File: src/rtl/phase_cycle_controller.sv
// rtl/phase_cycle_controller.sv - multi-phase period timer with pattern-memory scan addressing
//
// Ports:
//   clock                  rising-edge clock for all state
//   reset                  synchronous active-high reset, clears state and config
//   timer_enable           run gate; low pauses the timer while running
//   write_config_n         active-low config write strobe (ignored while busy)
//   config_address[5:0]    config register address
//   config_data[15:0]      config write data
//   start                  start request (needs timer_enable high)
//   row_select/col_select  current pattern-memory row/column address
//   phase_active           per-phase window decode of the current count
//   inverter_select        config passthrough register
//   row_col_select         config passthrough register
//   period_tick            high in the last cycle of each period
//   update_cycle_complete  held in DONE, single-cycle pulse in continuous mode
//   busy                   high while running
module phase_cycle_controller #(
  parameter int TIMER_WIDTH        = 32,
  parameter int MEM_ADDRESS_LENGTH = 7,
  parameter int NUM_OF_DRIVERS     = 16,
  parameter int NUM_PHASES         = 4
) (
  input  logic                          clock,
  input  logic                          reset,
  input  logic                          timer_enable,
  input  logic                          write_config_n,
  input  logic [5:0]                    config_address,
  input  logic [15:0]                   config_data,
  input  logic                          start,
  output logic [MEM_ADDRESS_LENGTH-1:0] row_select,
  output logic [MEM_ADDRESS_LENGTH-1:0] col_select,
  output logic [NUM_PHASES-1:0]         phase_active,
  output logic [NUM_OF_DRIVERS-1:0]     inverter_select,
  output logic [NUM_OF_DRIVERS-1:0]     row_col_select,
  output logic                          period_tick,
  output logic                          update_cycle_complete,
  output logic                          busy
);

  localparam logic [1:0] ST_IDLE = 2'd0;
  localparam logic [1:0] ST_RUN  = 2'd1;
  localparam logic [1:0] ST_DONE = 2'd2;

  logic [1:0]                    state;
  logic [TIMER_WIDTH-1:0]        count;
  logic [TIMER_WIDTH-1:0]        period;
  logic [31:0]                   target;
  logic [31:0]                   cycles_done;
  logic [MEM_ADDRESS_LENGTH-1:0] row_limit;
  logic [MEM_ADDRESS_LENGTH-1:0] col_limit;
  logic [MEM_ADDRESS_LENGTH-1:0] row;
  logic [MEM_ADDRESS_LENGTH-1:0] col;
  logic [MEM_ADDRESS_LENGTH-1:0] row_next;
  logic [MEM_ADDRESS_LENGTH-1:0] col_next;
  logic [NUM_OF_DRIVERS-1:0]     inverter_reg;
  logic [NUM_OF_DRIVERS-1:0]     row_col_reg;
  logic [1:0]                    mode;
  logic [TIMER_WIDTH-1:0]        on_time  [NUM_PHASES];
  logic [TIMER_WIDTH-1:0]        off_time [NUM_PHASES];
  logic                          complete;

  logic running;
  logic period_end;
  logic last_period;

  // Registers wider than 16 bits are written one half at a time; bits at or
  // above TIMER_WIDTH simply fall off when narrowed back.
  function automatic logic [TIMER_WIDTH-1:0] set_half(
    input logic [TIMER_WIDTH-1:0] cur,
    input logic                   hi,
    input logic [15:0]            d
  );
    logic [31:0] w;
    w = 32'(cur);
    if (hi) w[31:16] = d;
    else    w[15:0]  = d;
    return w[TIMER_WIDTH-1:0];
  endfunction

  assign running     = (state == ST_RUN) && timer_enable;
  assign period_end  = (count == period);
  assign last_period = (target != 32'd0) && ((cycles_done + 32'd1) == target);

  // Next scan address: the fast axis steps every period, the slow axis steps
  // when the fast axis wraps, and the slow axis wraps at its own limit.
  always_comb begin
    row_next = row;
    col_next = col;
    if (mode[1]) begin
      if (row == row_limit) begin
        row_next = '0;
        col_next = (col == col_limit) ? '0 : col + 1'b1;
      end else begin
        row_next = row + 1'b1;
      end
    end else begin
      if (col == col_limit) begin
        col_next = '0;
        row_next = (row == row_limit) ? '0 : row + 1'b1;
      end else begin
        col_next = col + 1'b1;
      end
    end
  end

  always_ff @(posedge clock) begin
    if (reset) begin
      state        <= ST_IDLE;
      count        <= '0;
      period       <= '0;
      target       <= '0;
      cycles_done  <= '0;
      row_limit    <= '0;
      col_limit    <= '0;
      row          <= '0;
      col          <= '0;
      inverter_reg <= '0;
      row_col_reg  <= '0;
      mode         <= '0;
      complete     <= 1'b0;
      for (int k = 0; k < NUM_PHASES; k++) begin
        on_time[k]  <= '0;
        off_time[k] <= '0;
      end
    end else begin
      // Configuration is frozen for the whole run.
      if (!write_config_n && (state != ST_RUN)) begin
        case (config_address)
          6'h00: period       <= set_half(period, 1'b0, config_data);
          6'h01: period       <= set_half(period, 1'b1, config_data);
          6'h02: target[15:0]  <= config_data;
          6'h03: target[31:16] <= config_data;
          6'h04: row_limit    <= config_data[MEM_ADDRESS_LENGTH-1:0];
          6'h05: col_limit    <= config_data[MEM_ADDRESS_LENGTH-1:0];
          6'h06: inverter_reg <= config_data[NUM_OF_DRIVERS-1:0];
          6'h07: row_col_reg  <= config_data[NUM_OF_DRIVERS-1:0];
          6'h08: mode         <= config_data[1:0];
          default: begin
            // Phase k owns the four words starting at 0x10 + 4k.
            for (int k = 0; k < NUM_PHASES; k++) begin
              if (config_address[5:2] == 4'(4 + k)) begin
                case (config_address[1:0])
                  2'd0: on_time[k]  <= set_half(on_time[k],  1'b0, config_data);
                  2'd1: on_time[k]  <= set_half(on_time[k],  1'b1, config_data);
                  2'd2: off_time[k] <= set_half(off_time[k], 1'b0, config_data);
                  default: off_time[k] <= set_half(off_time[k], 1'b1, config_data);
                endcase
              end
            end
          end
        endcase
      end

      case (state)
        ST_IDLE, ST_DONE: begin
          if (start && timer_enable) begin
            state       <= ST_RUN;
            count       <= '0;
            row         <= '0;
            col         <= '0;
            cycles_done <= '0;
            complete    <= 1'b0;
          end
        end
        ST_RUN: begin
          // The continuous-mode pulse lasts exactly one cycle.
          complete <= 1'b0;
          if (timer_enable) begin
            if (period_end) begin
              count <= '0;
              row   <= row_next;
              col   <= col_next;
              if (last_period) begin
                complete <= 1'b1;
                if (mode[0]) begin
                  cycles_done <= '0;
                end else begin
                  cycles_done <= cycles_done + 32'd1;
                  state       <= ST_DONE;
                end
              end else begin
                cycles_done <= cycles_done + 32'd1;
              end
            end else begin
              count <= count + 1'b1;
            end
          end
        end
        default: state <= ST_IDLE;
      endcase
    end
  end

  always_comb begin
    phase_active = '0;
    for (int k = 0; k < NUM_PHASES; k++) begin
      phase_active[k] = running && (on_time[k] <= count) && (count < off_time[k]);
    end
  end

  assign period_tick           = running && period_end;
  assign busy                  = (state == ST_RUN);
  assign update_cycle_complete = complete;
  assign row_select            = row;
  assign col_select            = col;
  assign inverter_select       = inverter_reg;
  assign row_col_select        = row_col_reg;

endmodule

File: config.mk
export PLATFORM = sky130hd
export DESIGN_NAME = phase_cycle_controller
export DESIGN_NICKNAME = d
export VERILOG_FILES = /design/src/rtl/phase_cycle_controller.sv
export SDC_FILE = /design/constraint.sdc
export NUM_CORES = 1
export LEC_CHECK = 0
export BUFFER_PORTS_ARGS = -buffer_cell sky130_fd_sc_hd__buf_2
export CAP_MARGIN = 20
export CORE_UTILIZATION = 46
export DETAILED_ROUTE_END_ITERATION = 12
export PLACE_DENSITY = 0.71
export SLEW_MARGIN = 25
export SYNTH_ARGS = -nofsm -noshare
export SYNTH_HDL_FRONTEND = slang
export SYNTH_SLANG_ARGS = --single-unit
File: constraint.sdc
create_clock -name clock -period 3.06 [get_ports clock]
set_clock_uncertainty 0.1 [all_clocks]
set_input_delay 0.459 -clock clock [delete_from_list [all_inputs] [get_ports clock]]
set_output_delay 0.459 -clock clock [all_outputs]
set_load 0.005 [all_outputs]
==> flow_metrics.py <==
metrics = {
    "outcome": {
        "status": "finished with violations",
        "violations": "setup timing",
    },
    "final_layout": {
        "syn_to_final_growth_pct": 21.7,
        "final_cell_area_um2": 30700,
        "layout-drive-gt1-share_pct": 20.4,
        "final_cells": 3662,
        "layout.nets": 3207,
        "final_util_pct": 56.9,
    },
    "setup_path": {
        "required_ns": 2.50,
        "r2r_start": "cycles_done[1]$_SDFFE_PP0P_",
        "crit_type": "register to output port",
        "ff2ff_setup_slack_ns": -0.05,
        "worstPathArrival_ns": 3.15,
        "critPathLaunchType": "register",
        "crit_path_end_kind": "output port",
        "rr_worst_depth": 11,
        "r2r_end": "state[1]$_SDFFE_PP0P_",
        "worstPathMaxFanout": 3,
    },
    "grt": {
        "use_met2_pct": 46.5,
        "grt_max_degree": 65,
        "top_usage_layer": "met2",
        "grt_overflow": 0,
        "grt_pass1_vias": 20741,
        "use_met1_pct": 34.7,
        "grt_pass1_wl_um": 118000,
        "antenna_found_initial": 7,
        "grt_use_met3_pct": 4.75,
        "gr-usage-all-layers_pct": 27.5,
    },
    "logic_synthesis": {
        "ys_types": 77,
        "synth-edff-count": 256,
        "syn_area_um2": 25200,
        "yosysWarnings": 0,
        "synth_seq_cells": 449,
        "synth_area_per_cell_um2": 9.62,
        "yosysSeqAreaShare_pct": 45.8,
        "async_flop_share_pct": 0,
        "synthCells": 2624,
        "synth-main-ff-cell": "edfxtp_1",
        "syn_nets": 2907,
    },
    "min_path": {
        "hp-start": "timer_enable",
        "hold_class": "input pin to register",
        "whs_endpoint": "state[0]$_SDFFE_PP0P_",
        "hold_depth": 3,
    },
    "timing": {
        "finalMaxSlewViolations": 0,
        "tns_ns": -2.35,
        "min_period_ns": 3.71,
        "fmax_mhz": 269,
        "slew_headroom_pct": 44.4,
        "rsz0062_at_grt": "yes",
        "fin_ws_ns": -0.651,
        "hold_violations": 0,
        "worst_slew_pin_slew_ns": 0.835,
        "finalCritPeriodShare_pct": 121,
        "whs_ns": 0.128,
        "setup_viol": 5,
    },
    "power": {
        "power.density_nw_per_um2": 447,
        "peakVddDrop_mv": 0.391,
        "finalPower_mw": 13.7,
        "cellLeakagePower_nw": 12.9,
    },
    "cts": {
        "clock_latency_ns": 0.61,
        "clockBufferDepth": 3,
        "cts_buffers": 50,
        "clkSinkCount": 449,
        "tritoncts": "yes",
        "htreeDepth": 2,
        "clk_pin_slew_ns": 0.07,
        "clockRootBuffer": "clkbuf_16",
    },
    "drt": {
        "via_per_inst": 5.75,
        "dr.pass1.iters": 8,
        "first_iter_violations": 1861,
        "wirelength_um": 78100,
        "routedWlPerCell_um": 21.3,
        "ant_nets": 0,
        "post-route-drc-count": 0,
        "num_vias": 21045,
    },
    "placement": {
        "dpl-instance-area_um2": 28000,
        "place.gp.congestion": 0.918,
        "io_buffer_count": 79,
        "post-dp-hpwl_um": 54400,
        "post-place-ws_ns": -0.541,
        "numPlacedInstances": 3538,
    },
    "die": {
        "die_h_um": 236,
        "dieArea_um2": 55800,
        "initial_utilization_pct": 46.7,
        "die_x_um": 236,
        "core_area_um2": 54000,
        "num_rows": 85,
        "boundaryPins": 80,
    },
    "job": {
        "cap_violations": 0,
    },
}
## placed cells by master (no fill, tap or decap), drive strengths merged, types with 4 or more instances in the layout
master	n
mux2i	17
clkbuf	73
nor2b	34
nor4	30
inv	173
a211oi	9
o21a	13
o2111ai	6
nand2b	15
dfxtp	193
a2111oi	5
or2	10
clkinv	13
nor3	39
a21oi	179
nor2	192
o21bai	10
nand2	329
or4	11
buf	368
edfxtp	256
a31oi	8
nand3b	7
and2	226
or3	8
a21o	74
xnor2	103
bufinv	4
nor3b	4
and4	10
ha	256
nand4	82
nand3	40
a41oi	4
xor2	28
and3	13
o21ai	55
o211ai	29
## per-layer routing
layer	part of all wire [%]	up-vias
li1	-	9762
met1	41	10191
met2	47	846
met3	7.7	236
met4	4.3	10
met5	0.067	-
## worst max-delay path by stage
stage                                 start               endpoint  slack (ns)  cells after the start
2_1_floorplan  cycles_done[13]$_SDFFE_PP0P_  state[1]$_SDFFE_PP0P_       0.004                      9
3_3_place_gp          count[1]$_SDFFE_PP0P_        phase_active[0]       -0.44                     13
3_5_place_dp          count[1]$_SDFFE_PP0P_        phase_active[0]       -0.54                     13
4_1_cts               count[1]$_SDFFE_PP0P_        phase_active[3]       -0.71                     13
5_1_grt               count[1]$_SDFFE_PP0P_        phase_active[0]       -0.77                     14
6_report             count[13]$_SDFFE_PP0P_        phase_active[0]       -0.65                     13
## kinds of logic after synthesis
family | synth area share [%]
simple gates | 21.1
flops | 45.8
compound gates | 10.5
buf+inv | 4.66
fa+ha+maj | 12.7
xor+xnor | 4.55
mux | 0.674
## critical path: stages, from the launching register on
cell	delay [ns]
dfxtp_2	0.34
buf_4	0.12
inv_1	0.05
ha_1	0.30
a21o_1	0.17
a21o_1	0.17
a221oi_1	0.23
o21ai_1	0.10
a311oi_1	0.28
buf_4	0.17
o211ai_1	0.09
a221oi_2	0.25
buf_4	0.17
buf_2	0.10
## cell usage after synthesis (all sizes together) (3+ instances only)
cell type	instances	area (um2)
a2111oi	5	62.6
a211oi	9	67.6
a21boi	3	22.5
a21o	74	556
a21oi	179	896
a22o	3	26.3
a31oi	8	50.1
a32oi	3	26.3
a41oi	4	35.0
and2	226	1420
and3	13	81.3
and4	10	87.6
buf	11	66.3
clkbuf	108	444
dfxtp	193	3860
edfxtp	256	7690
ha	256	3200
inv	172	646
mux2i	17	170
nand2	329	1240
nand2b	15	93.8
nand3	40	205
nand3b	7	52.6
nand4	82	543
nor2	192	721
nor2b	34	213
nor3	39	195
nor3b	4	30.0
nor4	30	209
o2111ai	6	52.6
o211ai	29	218
o21a	13	97.6
o21ai	55	275
o21bai	10	75.1
o22ai	3	18.8
o311a	3	30.0
or2	10	62.6
or3	8	60.1
or4	11	86.3
xnor2	103	902
xor2	28	245
## where the power goes
part / switching (mW) / internal, mW / leakage (nW) / total [mW]
registers: 0.0579 / 6.49 / 4.23 / 6.55
logic: 0.617 / 0.301 / 7.80 / 0.918
clock network: 2.54 / 3.73 / 0.831 / 6.28
## state kept, by name, indices dropped and copies added (netlist names)
register / cells
period: 32
update_cycle_complete: 1
count: 32
col_select: 7
off_time: 128
row_limit: 7
on_time: 128
row_col_select: 16
cycles_done: 32
mode: 2
state: 2
col_limit: 7
inverter_select: 16
row_select: 7
target: 32
## final cells by class
class	instances	area, um2
Clock buffer	72	1490
Multi-Input combinational cell	1882	13200
Clock inverter	21	223
Tap cell	696	871
Timing Repair Buffer	369	2680
Inverter	172	651
Sequential cell	449	11600
Fill cell	4532	23300
Antenna cell	1	2.50
## repair_timing
| action | CTS | global route |
|---|---|---|
| hold buffers | 0 | 0 |
| gates resized for setup | 127 | 69 |
| cloned | 0 | 2 |
| pin swaps | 48 | 62 |
| endpoints found under the setup margin | 43 | 59 |
| setup buffers | 18 | 12 |
(Power assumes the default switching activity.)
